--- src/rtl/seq_det_mealy_param.sv ---
// Parametrised Mealy sequence detector with KMP fallback, optional overlap and a saturating hit counter.
// Define SEQ_DET_REG_OUT_EN to register OP (one cycle later, no combinational path from In to OP).
module seq_det_mealy_param #(
    parameter int                     PATTERN_LEN = 4,
    parameter logic [PATTERN_LEN-1:0] PATTERN     = 4'b1010,
    parameter int                     OVERLAP     = 0,
    parameter int                     CNT_W       = 8,
    localparam int                    SW          = ($clog2(PATTERN_LEN) < 1) ? 1 : $clog2(PATTERN_LEN)
) (
    input  logic             Clk,
    input  logic             Rst,
    input  logic             En,
    input  logic             In,
    input  logic             Clr,
    output logic             OP,
    output logic [SW-1:0]    State,
    output logic [CNT_W-1:0] Hit_Cnt
);

    if (PATTERN_LEN < 2 || PATTERN_LEN > 16) begin : g_bad_len
        $fatal(1, "seq_det_mealy_param: PATTERN_LEN must be within 2..16");
    end

    // Pattern bit i in arrival order (bit 0 is the first bit received).
    function automatic int pat_bit(input int i);
        logic [PATTERN_LEN-1:0] sh;
        sh = PATTERN >> (PATTERN_LEN - 1 - i);
        return sh[0] ? 1 : 0;
    endfunction

    function automatic int seq_bit(input int m, input int k, input int b);
        return (m < k) ? pat_bit(m) : b;
    endfunction

    // Longest j <= jmax such that the first j pattern bits equal the last j bits
    // of the k matched pattern bits followed by b.
    function automatic int longest_border(input int k, input int b, input int jmax);
        int best;
        bit ok;
        best = 0;
        for (int j = 1; j <= jmax; j++) begin
            ok = 1'b1;
            for (int i = 0; i < j; i++) begin
                if (pat_bit(i) != seq_bit(k + 1 - j + i, k, b)) begin
                    ok = 1'b0;
                end
            end
            if (ok) begin
                best = j;
            end
        end
        return best;
    endfunction

    function automatic int next_state_of(input int k, input int b);
        if (k >= PATTERN_LEN) begin
            return 0;
        end
        if (b == pat_bit(k)) begin
            if (k < PATTERN_LEN - 1) begin
                return k + 1;
            end
            return (OVERLAP != 0) ? longest_border(k, b, PATTERN_LEN - 1) : 0;
        end
        return longest_border(k, b, k + 1);
    endfunction

    // Transition table resolved at elaboration; rows beyond PATTERN_LEN-1 are unreachable.
    logic [SW-1:0] next_tbl [0:(2**SW)-1][0:1];

    for (genvar k = 0; k < 2**SW; k++) begin : g_state
        for (genvar b = 0; b < 2; b++) begin : g_bit
            localparam int NXT = next_state_of(k, b);
            assign next_tbl[k][b] = NXT[SW-1:0];
        end
    end

    logic hit;

    assign hit = En & (State == SW'(PATTERN_LEN - 1)) & (In == PATTERN[0]);

    always_ff @(posedge Clk or negedge Rst) begin
        if (!Rst) begin
            State <= '0;
        end else if (En) begin
            State <= next_tbl[State][In];
        end
    end

    // Clear has priority over a coincident hit; the count sticks at all-ones.
    always_ff @(posedge Clk or negedge Rst) begin
        if (!Rst) begin
            Hit_Cnt <= '0;
        end else if (Clr) begin
            Hit_Cnt <= '0;
        end else if (hit && (Hit_Cnt != '1)) begin
            Hit_Cnt <= Hit_Cnt + 1'b1;
        end
    end

`ifdef SEQ_DET_REG_OUT_EN
    logic op_q;

    always_ff @(posedge Clk or negedge Rst) begin
        if (!Rst) begin
            op_q <= 1'b0;
        end else begin
            op_q <= hit;
        end
    end

    assign OP = op_q;
`else
    assign OP = hit;
`endif

endmodule

--- config.mk ---
export PLATFORM = sky130hd
export DESIGN_NAME = seq_det_mealy_param
export DESIGN_NICKNAME = d
export VERILOG_FILES = /design/src/rtl/seq_det_mealy_param.sv
export SDC_FILE = /design/constraint.sdc
export NUM_CORES = 1
export LEC_CHECK = 0
export BUFFER_PORTS_ARGS = -buffer_cell sky130_fd_sc_hd__buf_2
export CORE_AREA = 2 2 43 55
export DETAILED_ROUTE_END_ITERATION = 16
export DIE_AREA = 0 0 45 57
export HOLD_SLACK_MARGIN = 0.12
export SLEW_MARGIN = 0
export SYNTH_ARGS = -nofsm -noshare
export SYNTH_HDL_FRONTEND = slang
export SYNTH_SLANG_ARGS = --single-unit
--- constraint.sdc ---
create_clock -name Clk -period 4.7 [get_ports Clk]
set_input_delay 1.175 -clock Clk [delete_from_list [all_inputs] [get_ports Clk]]
set_output_delay 1.175 -clock Clk [all_outputs]
set_load 0.02 [all_outputs]
* Yosys cells after proc, flatten, opt, wreduce, memory -nomap -nowiden
Cells that the tools add are included.
** Cells by class
- Add/sub/neg operators :: 1
- Multipliers :: 0
- Divide/modulo/power cells :: 0
- Order comparisons :: 2
- Eq/ne operators :: 2
- Shift operators :: 0
- Muxes and demuxes :: 8
- Bitwise gates (word level) :: 5
- Reduce and logical (&&, ||, !) cells :: 2
** Operator list (number)
- 2-to-1 mux 8 bit :: 2
- adder 8 x 1 -> 8 bit, second input constant :: 1
- binary-select mux 4 bit (select 2 bit) :: 1
- 2-to-1 mux 4 bit :: 2
- inequality test 8 bit, second input constant :: 1
- 2-to-1 mux 2 bit :: 3
- >= comparator 3 bit, second input constant :: 1
- NOT 2 -> 3 bit :: 1
- bitwise AND 1 bit :: 2
- equality test 2 bit, second input constant :: 1
- >= comparator 2 bit, second input constant :: 1
- NOT 1 -> 2 bit :: 1
- nonzero test 2 bit :: 1
- logical AND 1 bit :: 1
- NOT 1 bit :: 1
** Storage, ports and cells
- Bits in registers :: 10
- Latch bits :: 0
- Bits in writable memories :: 0
- Memory bits (read-only) :: 0
- Input port bits :: 5
- Output and inout port bits :: 11
- Memories kept :: 0

* Depth between registers and ports, before layout
Gate-level depths: netlist of the first run.
- Word-level depth :: 7
- Gate-level depth with buffers :: 4

* Least setup slack after synthesis of the first run
No wires, ideal clock.
- Kind :: input to output
- From :: input In
- To :: output OP
- Data arrival time :: 1.559 ns
- Data required time :: 3.525 ns
- Slack :: 1.966 ns
- Cell stages on the path :: 2
- Cells stage by stage :: nand4b_4 clkinv_1
** On the way
- Longest elaborated chain between the ends :: 2
** RTL lines
- start: declaration :: RTL line 13 : input logic In,
- NOT 1 bit :: RTL line 80 : assign hit = En & (State == SW'(PATTERN_LEN - 1)) & (In == PATTERN[0]);
- bitwise AND 1 bit :: RTL line 80
- end: declaration :: RTL line 15 : output logic OP,
Every way passes these cells.

* Worst setup path in the final report of the first run
Same ends and word-level chain as after synthesis.

==> results of run 1 <==
-- power groups by stage --
stage	Combinational (mW)	Clock, mW	Sequential (mW)
CTS	0.0186	0.0789	0.0921
detailed placement	0.0185	0	0.0937
finish	0.0182	0.0772	0.0920
floorplan	0.00763	0	0.0965
global placement	0.0183	0	0.0936
global route	0.0202	0.0835	0.0925
-- layout make-up --
cell class / instances / area, um2
well taps: 21 / 26.3
repair buffers: 15 / 75.1
flip-flops and latches: 10 / 250
clock buffers: 4 / 36.3
inverters: 2 / 7.51
multi-input cells: 44 / 322
fillers: 216 / 1380
-- cells by family after synthesis --
| kind of cell | count (synthesis) |
|---|---|
| and+or+nand+nor | 27 |
| AOI/OAI and AO/OA | 11 |
| DFF | 10 |
| muxes | 5 |
| buffers and inverters | 3 |
| adders and majority gates | 1 |
-- routing by layer --
metal	share of wire, %	track usage, %	vias up
met4	1.4	10.9	0
met2	51	16.7	13
met1	42	13.3	245
met5	0	0	-
li1	-	-	252
met3	4.8	1.90	2
-- per-stage QoR --
step | worst slack (ns) | std cells | util, % | hold WS, ns
2_1_floorplan | 1.97 | 57 | - | 0.661
3_3_place_gp | 1.68 | 92 | 32.5 | 0.571
3_5_place_dp | 1.68 | 92 | 32.5 | 0.584
4_1_cts | 1.68 | 96 | 34.3 | 0.598
5_1_grt | 1.60 | 96 | 34.3 | 0.618
6_report | 1.67 | 96 | 34.3 | 0.593
-- worst max path at each step --
stage | endpoint | slack, ns | depth (start not counted) | start
5_1_grt | OP | 1.60 | 4 | In
6_report | OP | 1.67 | 4 | In
2_1_floorplan | OP | 1.97 | 2 | In
4_1_cts | OP | 1.68 | 4 | In
3_5_place_dp | OP | 1.68 | 4 | In
3_3_place_gp | OP | 1.68 | 4 | In
-- sequential cells by signal (all words and copies together) (netlist names) --
register and count:
State 2, Hit_Cnt 8
-- worst reg2reg max path: stages (launching register included) --
cell and delay [ns]:
dfrtp_1 0.43, ha_1 0.27, and3_1 0.17, a211oi_1 0.27, mux2_2 0.36
-- cell usage in the layout, fill, tap and decap left out, types with 3 or more instances in the layout --
cell type   n
nand2_1     3
nor2b_1     3
nor2_1      3
clkbuf_4    3
nand2b_1    3
and3_1      4
buf_2      15
mux2_2      3
dfrtp_1    10
nor3_1      5
==> impl_metrics.json, run 1 <==
{
  "outcome": "completed",
  "viasPerCell": 5.33,
  "synth_xor_area_share_pct": 0,
  "worstPathMaxFanout": 8,
  "hold_class": "register to register",
  "overflow": 0,
  "worstPathRequired_ns": 3.52,
  "clockPowerShare_pct": 41.2,
  "placed_area_um2": 681,
  "grt_start_max_net_pins": 13,
  "swShare_pct": 23.8,
  "drive_above_1_share_pct": 33.3,
  "antenna_found_initial": 0,
  "drv_cap": 0,
  "hold_viol_final": 0,
  "syn_nets": 63,
  "synth-simple-area-share_pct": 28.8,
  "cts_max_path_buffers": 2,
  "synth_ff_type": "dfrtp_1",
  "dieArea_um2": 2570,
  "ys_seq_area_share_pct": 42.9,
  "internal_power_mw": 0.143,
  "power.switching_mw": 0.0447,
  "slowest_stage": "buf_2",
  "dr.pass1.iters": 4,
  "cts-resized-gates": 0,
  "first_iter_violations": 11,
  "synth_cell_types": 28,
  "area_delta_synth_final_pct": 23.0,
  "cts_buffers": 3,
  "relSlewSlack_pct": 81.6,
  "grt_pass1_wl_um": 2100,
  "tns_ns": 0,
  "avgRoutedWirePerCell_um": 13.1,
  "synthMostInstantiatedCell": "dfrtp_1",
  "worstReg2RegStart": "Hit_Cnt[0]",
  "avgSynthCellArea_um2": 10.2,
  "comb_power_share_pct": 9.7,
  "yosys.area.top_type": "dfrtp_1",
  "core_area_um2": 2090,
  "reg2reg_to": "Hit_Cnt[3]",
  "dieHeight_um": 57,
  "hold_depth": 1,
  "num-nets-final": 82,
  "netlist_area_um2": 583,
  "irDropWorstVdd_v": 0.000101,
  "synth_mux_area_share_pct": 10.1,
  "netlist_top_cells_count": "10 x dfrtp_1, 5 x nor3_1, 4 x and3_1",
  "clk_pin_slew_ns": 0.06,
  "hold_buffers": 0,
  "worst_pin_slew_ns": 0.273,
  "h-tree-depth": 1,
  "synth-edff-count": 0,
  "die_w_um": 45,
  "insertion_delay_ns": 0.26,
  "syn_inst": 57,
  "yosysTopAreaCellShare_pct": 42.9,
  "synth-compound-area-share_pct": 14.2,
  "root_buffer": "clkbuf_4",
  "synth_top_family_by_area": "simple AND/OR/NAND/NOR gates",
  "finalSetupViolations": 0,
  "synth_fa_ha_area_share_pct": 2.15,
  "cp_common_cell": "buf_2",
  "port-buffer-count": 15,
  "gp_congestion": 0.860,
  "ys_ff_latch": 10,
  "cts.sink_count": 10,
  "stdcell_area_um2": 717,
  "vias": 512,
  "crit_buf_inv": 3,
  "globalRouteTotalUtil_pct": 11.4,
  "post_cts_buffers": 0,
  "async_flop_share_pct": 100,
  "ys_top_cells_by_area": "dfrtp_1 43%, mux2_2 5.8%, and3_1 4.3%",
  "regToRegSetupSlack_ns": 3.08,
  "fmax_mhz": 330,
  "power_per_cell_area_nw_per_um2": 261,
  "ios": 16,
  "yosys_warnings": 0,
  "cts_tree": "done",
  "slew_violations": 0,
  "seq_power_share_pct": 49.1,
  "finalCriticalPeriod_ns": 3.03,
  "antenna_cells": 0,
  "route.detailed.drc": 0,
  "min_delay_worst_endpoint": "State[1]",
  "worstSetupPathType": "input pin to primary output",
  "grt_pass1_vias": 501,
  "finClkSkew_ns": 0.00453,
  "crit_chain": "buf_2 -> nand4b_4 -> clkinv_1 -> buf_2",
  "max_stage_delay_ns": 0.22,
  "end_kind": "primary output",
  "min_period_over_period_pct": 64.4,
  "p_leak_nw": 0.358,
  "route.antenna.remaining_nets": 0,
  "rsz0062_at_grt": "false",
  "finalPower_mw": 0.187,
  "dp_hpwl_um": 975,
  "wl_um": 1260,
  "initial_core_util_pct": 27.9,
  "cp-start-kind": "input pin",
  "placementRows": 19,
  "cp.arrival_ns": 1.85,
  "hold_start": "State[1]",
  "critPathTopFamily": "buffers and inverters",
  "worst-r2r-cell-count": 4
}
Power figures use the tool's default switching activity.
==> run 2, diff against run 1 <==
- ABC_AREA: not set -> 1
- clock period: 4.7 -> 3 ns (I/O delays scaled with it)
==> run 2 against run 1 <==
Total power up 41%; non-clock buffer count unchanged; design area up 0.17%; count of clock-buffer cells in the layout down 1; routed wire length up 5.2%; first-iteration DRC count up 9.1%; register-to-register slack worse by 1.4 ns; synthesized cell count up 39%; synthesized area up 1.9%.
==> impl_metrics.json, run 2 <==
{
  "worstReg2RegStart": "Hit_Cnt[0]",
  "seq_power_share_pct": 54.3,
  "grt_start_max_net_pins": 11,
  "area_delta_synth_final_pct": 20.8,
  "hold_viol_final": 0,
  "overflow": 0,
  "route.detailed.drc": 0,
  "cts.sink_count": 10,
  "relSlewSlack_pct": 84.0,
  "dp_hpwl_um": 1010,
  "grt_pass1_wl_um": 2330,
  "placementRows": 19,
  "cp.arrival_ns": 1.25,
  "clockPowerShare_pct": 34.1,
  "die_w_um": 45,
  "comb_power_share_pct": 11.6,
  "power.switching_mw": 0.0696,
  "cts_buffers": 3,
  "avgRoutedWirePerCell_um": 11.2,
  "first_iter_violations": 12,
  "globalRouteTotalUtil_pct": 12.4,
  "cts_tree": "done",
  "core_area_um2": 2090,
  "largest_reg_flops": 8,
  "worstSetupPathType": "input pin to primary output",
  "num-nets-final": 105,
  "finalCriticalPeriod_ns": 2.00,
  "holdWs_ns": 0.341,
  "layout.cells.most_common": "nand2_1",
  "insertion_delay_ns": 0.26,
  "yosysTopAreaCellShare_pct": 42.1,
  "syn_inst": 79,
  "cts_max_path_buffers": 2,
  "antenna_cells": 0,
  "dieHeight_um": 57,
  "synth_cell_types": 19,
  "worst-r2r-cell-count": 8,
  "slew_violations": 0,
  "min_period_over_period_pct": 66.8,
  "finClkSkew_ns": 0.000999,
  "netlist_area_um2": 594,
  "swShare_pct": 26.3,
  "initial_core_util_pct": 28.4,
  "worstPathRequired_ns": 2.25,
  "finalPower_mw": 0.264,
  "dr.pass1.iters": 4,
  "vias": 587,
  "outcome": "completed",
  "clk_pin_slew_ns": 0.06,
  "ys_ff_latch": 10,
  "power_per_cell_area_nw_per_um2": 368,
  "irDropWorstVdd_v": 0.000171,
  "hold_class": "input pin to async pin",
  "root_buffer": "clkbuf_4",
  "synth-edff-count": 0,
  "dieArea_um2": 2570,
  "multi_input_area_um2": 314,
  "cp-start-kind": "input pin",
  "synth_ff_type": "dfrtp_1",
  "tns_ns": 0,
  "netlist_top_cells_count": "20 x nand2_1, 11 x nand3_1, 11 x nor2_1",
  "p_leak_nw": 0.376,
  "ff_latch_area_um2": 250,
  "drv_cap": 0,
  "drive_above_1_share_pct": 26.8,
  "port-buffer-count": 15,
  "yosys_warnings": 0,
  "utilization_pct": 34.3,
  "worstPathMaxFanout": 3,
  "post_cts_buffers": 0,
  "rsz0062_at_grt": "false",
  "ys_top_cells_by_area": "dfrtp_1 42%, nand2_1 13%, nand3_1 9.3%",
  "yosys.area.top_type": "dfrtp_1",
  "ios": 16,
  "avgSynthCellArea_um2": 7.52,
  "fmax_mhz": 499,
  "worst_pin_slew_ns": 0.239,
  "cts-resized-gates": 0,
  "ys_seq_area_share_pct": 42.1,
  "final_cell_mix": "20 x nand2_1, 15 x buf_2, 11 x nand3_1, 11 x nor2_1, 10 x dfrtp_1",
  "finalSetupViolations": 0,
  "regMostFlops": "Hit_Cnt",
  "gp_congestion": 0.707,
  "syn_nets": 85,
  "dpl_worst_slack_ns": 0.983,
  "synthMostInstantiatedCell": "nand2_1",
  "end_kind": "primary output",
  "wl_um": 1320,
  "setup_ws_ns": 0.996,
  "grt_pass1_vias": 565,
  "route.antenna.remaining_nets": 0,
  "reg.largest.list": "Hit_Cnt (8), State (2)",
  "reg2reg_to": "Hit_Cnt[2]",
  "nFillCells": 241,
  "h-tree-depth": 1,
  "antenna_found_initial": 0,
  "hold_buffers": 0,
  "async_flop_share_pct": 100,
  "regToRegSetupSlack_ns": 1.66,
  "internal_power_mw": 0.195,
  "viasPerCell": 4.97
}
[run 2: cell count changes in the layout (fill, tap and decap cells not counted), moves of 3 or more]
cell | previous run | this run
nand2_1 | 3 | 20
inv_1 | 1 | 7
and3_1 | 4 | 0
nor2_1 | 3 | 11
nor2b_1 | 3 | 0
nand2b_1 | 3 | 0
nor3_1 | 5 | 1
mux2_2 | 3 | 0
nand3_1 | 1 | 11
o21ai_0 | 1 | 4
[run 2: logic make-up (layout without fill, tap and decap cells)]
family / Yosys count / in the layout / share of synthesized area [%]
xor+xnor: 1 / 1 / 1.47
compound gates: 7 / 7 / 6.74
buf+inv: 8 / 26 / 5.05
fa+ha+maj: 1 / 1 / 2.10
flops: 10 / 10 / 42.1
simple gates: 52 / 52 / 42.5
[run 2: critical path, cell delays in order]
cell     delay (ns)
buf_2          0.09
nand3_2        0.09
nor2_4         0.14
buf_2          0.18
[run 2: power by group through the flow]
stage	registers [mW]	logic, mW	clock network, mW
after floorplan	0.151	0.0121	0
after global placement	0.146	0.0307	0
after detailed placement	0.146	0.0313	0
after CTS	0.144	0.0314	0.0914
after global routing	0.144	0.0343	0.0983
final	0.144	0.0305	0.0902
[run 2: worst max path at each step]
stage	from	to	cells past startpoint
global placement	En	OP	4
detailed placement	En	OP	4
floorplan	En	OP	2
finish	En	OP	4
CTS	En	OP	4
global route	En	OP	4
[run 2: final cells by class]
type / instances / share of cell area [%]
well taps: 21 / 3.66
repair buffers: 15 / 10.5
flip-flops and latches: 10 / 34.8
inverters: 8 / 4.18
multi-input cells: 61 / 43.7
clock buffers: 3 / 3.14
[run 2: through the flow]
stage / instance area [um2] / cells
2_1_floorplan: 594 / 79
3_3_place_gp: 696 / 115
3_5_place_dp: 696 / 115
4_1_cts: 718 / 118
5_1_grt: 718 / 118
6_report: 718 / 118
[run 2: per-layer routing]
metal | GRT usage [%] | vias up | share of wire (%)
met3 | 1.90 | 5 | 4.5
met1 | 15.7 | 279 | 41
met4 | 7.56 | 0 | 2.6
met5 | 0 | - | 0
met2 | 19.2 | 13 | 52
li1 | - | 290 | -
==> run 3, diff against run 2 <==
- clock period: 3 -> 2.04 ns (I/O delays scaled with it)
==> run 3 against run 2 <==
Count of clock-buffer cells in the layout up 1; critical path depth down 1; sequential power up 47%; sequential share of layout area down 1.1 points; hold slack better by 0.18 ns.
==> impl_metrics.json, run 3 (synthesis results as in run 2) <==
{
  "dieArea_um2": 2570,
  "overflow": 0,
  "drv_cap": 0,
  "num-nets-final": 106,
  "min_delay_worst_endpoint": "State[0]",
  "core_area_um2": 2090,
  "multi_input_area_um2": 314,
  "die_w_um": 45,
  "cts_tree": "done",
  "crit_buf_inv": 1,
  "first_iter_violations": 12,
  "tns_ns": 0,
  "place_inst": 115,
  "final_cell_mix": "20 x nand2_1, 15 x buf_2, 11 x nand3_1, 11 x nor2_1, 10 x dfrtp_1",
  "regToRegSetupSlack_ns": 0.70,
  "globalRouteTotalUtil_pct": 12.3,
  "wl_um": 1280,
  "finClkSkew_ns": 0.00510,
  "dieHeight_um": 57,
  "hold_start": "En",
  "gp_congestion": 0.705,
  "ios": 16,
  "hold_viol_final": 0,
  "comb_power_share_pct": 10.5,
  "worstPathRequired_ns": 1.53,
  "power.switching_mw": 0.115,
  "avgRoutedWirePerCell_um": 10.7,
  "worstPathMaxFanout": 4,
  "grt_start_max_net_pins": 11,
  "worst_pin_slew_ns": 0.258,
  "initial_core_util_pct": 28.4,
  "reg2reg_to": "Hit_Cnt[5]",
  "worstSetupPathType": "register to primary output",
  "layout.cells.most_common": "nand2_1",
  "insertion_delay_ns": 0.28,
  "worst-r2r-cell-count": 8,
  "finalCriticalPeriod_ns": 1.61,
  "min_period_over_period_pct": 79.0,
  "clockPowerShare_pct": 41.9,
  "placementRows": 19,
  "outcome": "completed",
  "cp-start-kind": "register",
  "relSlewSlack_pct": 82.7,
  "irDropWorstVdd_v": 0.000285,
  "antenna_found_initial": 0,
  "rsz0062_at_grt": "false",
  "largest_reg_flops": 8,
  "area_delta_synth_final_pct": 24.8,
  "finalSetupViolations": 0,
  "h-tree-depth": 1,
  "root_buffer": "clkbuf_4",
  "drive_above_1_share_pct": 27.3,
  "hold_class": "input pin to register",
  "nFillCells": 225,
  "cts.sink_count": 10,
  "clk_pin_slew_ns": 0.07,
  "cp.arrival_ns": 1.10,
  "slowest_stage": "dfrtp_1",
  "internal_power_mw": 0.328,
  "cts_max_path_buffers": 2,
  "worstReg2RegStart": "Hit_Cnt[0]",
  "seq_power_share_pct": 47.6,
  "vias": 598,
  "route.detailed.drc": 0,
  "grt_pass1_wl_um": 2260,
  "utilization_pct": 35.5,
  "reg.largest.list": "Hit_Cnt (8), State (2)",
  "port-buffer-count": 15,
  "route.antenna.remaining_nets": 0,
  "critPathTopFamily": "flip-flops",
  "p_leak_nw": 0.388,
  "power_per_cell_area_nw_per_um2": 597,
  "end_kind": "primary output",
  "swShare_pct": 25.9,
  "final_cell_count_no_fill": 120,
  "crit_chain": "nand3_2 -> nor2_4 -> buf_2",
  "dp_hpwl_um": 999,
  "fmax_mhz": 621,
  "cts_buffers": 3,
  "viasPerCell": 4.98,
  "antenna_cells": 0,
  "dr.pass1.iters": 4,
  "hold_depth": 3,
  "regMostFlops": "Hit_Cnt",
  "slew_violations": 0,
  "max_stage_delay_ns": 0.41,
  "ff_latch_area_um2": 250,
  "grt_pass1_vias": 554,
  "post_cts_buffers": 0
}
## run 3: cell count changes in the layout (fill, tap and decap cells not counted)
cell,previous run,this run
clkbuf_8,0,1
dlygate4sd3_1,0,1
## run 3: layer usage
layer	part of all wire, %	vias up	routed length [um]	GRT usage [%]
met1	41	273	532	13.1
li1	-	300	-	-
met2	49	19	630	20.4
met5	0	-	0	0
met4	3.7	0	48	10.1
met3	5.5	6	70	1.90
## run 3: what timing repair did
item / 4_1_cts / 5_1_grt
endpoints found under the hold margin: 10 / 0
gates resized for setup: 0 / 0
hold buffers: 1 / 0
## run 3: tightest hold or removal path: cells and delay by family
family          cells  cell delay (ns)
buf+inv             2             0.19
compound gates      1             0.07
## run 3: worst max-delay path by stage
stage,start,endpoint,slack (ns),cells past startpoint
floorplan,Hit_Cnt[0],Hit_Cnt[5],0.72,8
global placement,En,OP,0.52,4
detailed placement,En,OP,0.52,4
CTS,State[1],OP,0.42,3
global route,State[0],OP,0.38,3
finish,State[0],OP,0.43,3
## run 3: cell type report
class | instances | area share (%)
Timing Repair Buffer | 16 | 11.5
Tap cell | 21 | 3.54
Sequential cell | 10 | 33.7
Multi-Input combinational cell | 61 | 42.3
Inverter | 8 | 4.05
Clock buffer | 4 | 4.89
## run 3: power by group through the flow
stage               Clock (mW)  Combinational [mW]  Sequential [mW]
floorplan                    0              0.0178            0.222
global placement             0              0.0451            0.215
detailed placement           0              0.0459            0.215
CTS                      0.185              0.0476            0.211
global route             0.191              0.0510            0.212
finish                   0.185              0.0465            0.211
## run 3: per-stage QoR
step | cell area [um2] | setup WS [ns] | hold WS, ns | power [mW]
6_report | 742 | 0.429 | 0.520 | 0.443
5_1_grt | 742 | 0.375 | 0.551 | 0.455
4_1_cts | 742 | 0.416 | 0.526 | 0.444
3_5_place_dp | 696 | 0.515 | 0.389 | 0.261
3_3_place_gp | 696 | 0.525 | 0.384 | 0.260
2_1_floorplan | 594 | 0.720 | 0.214 | 0.239
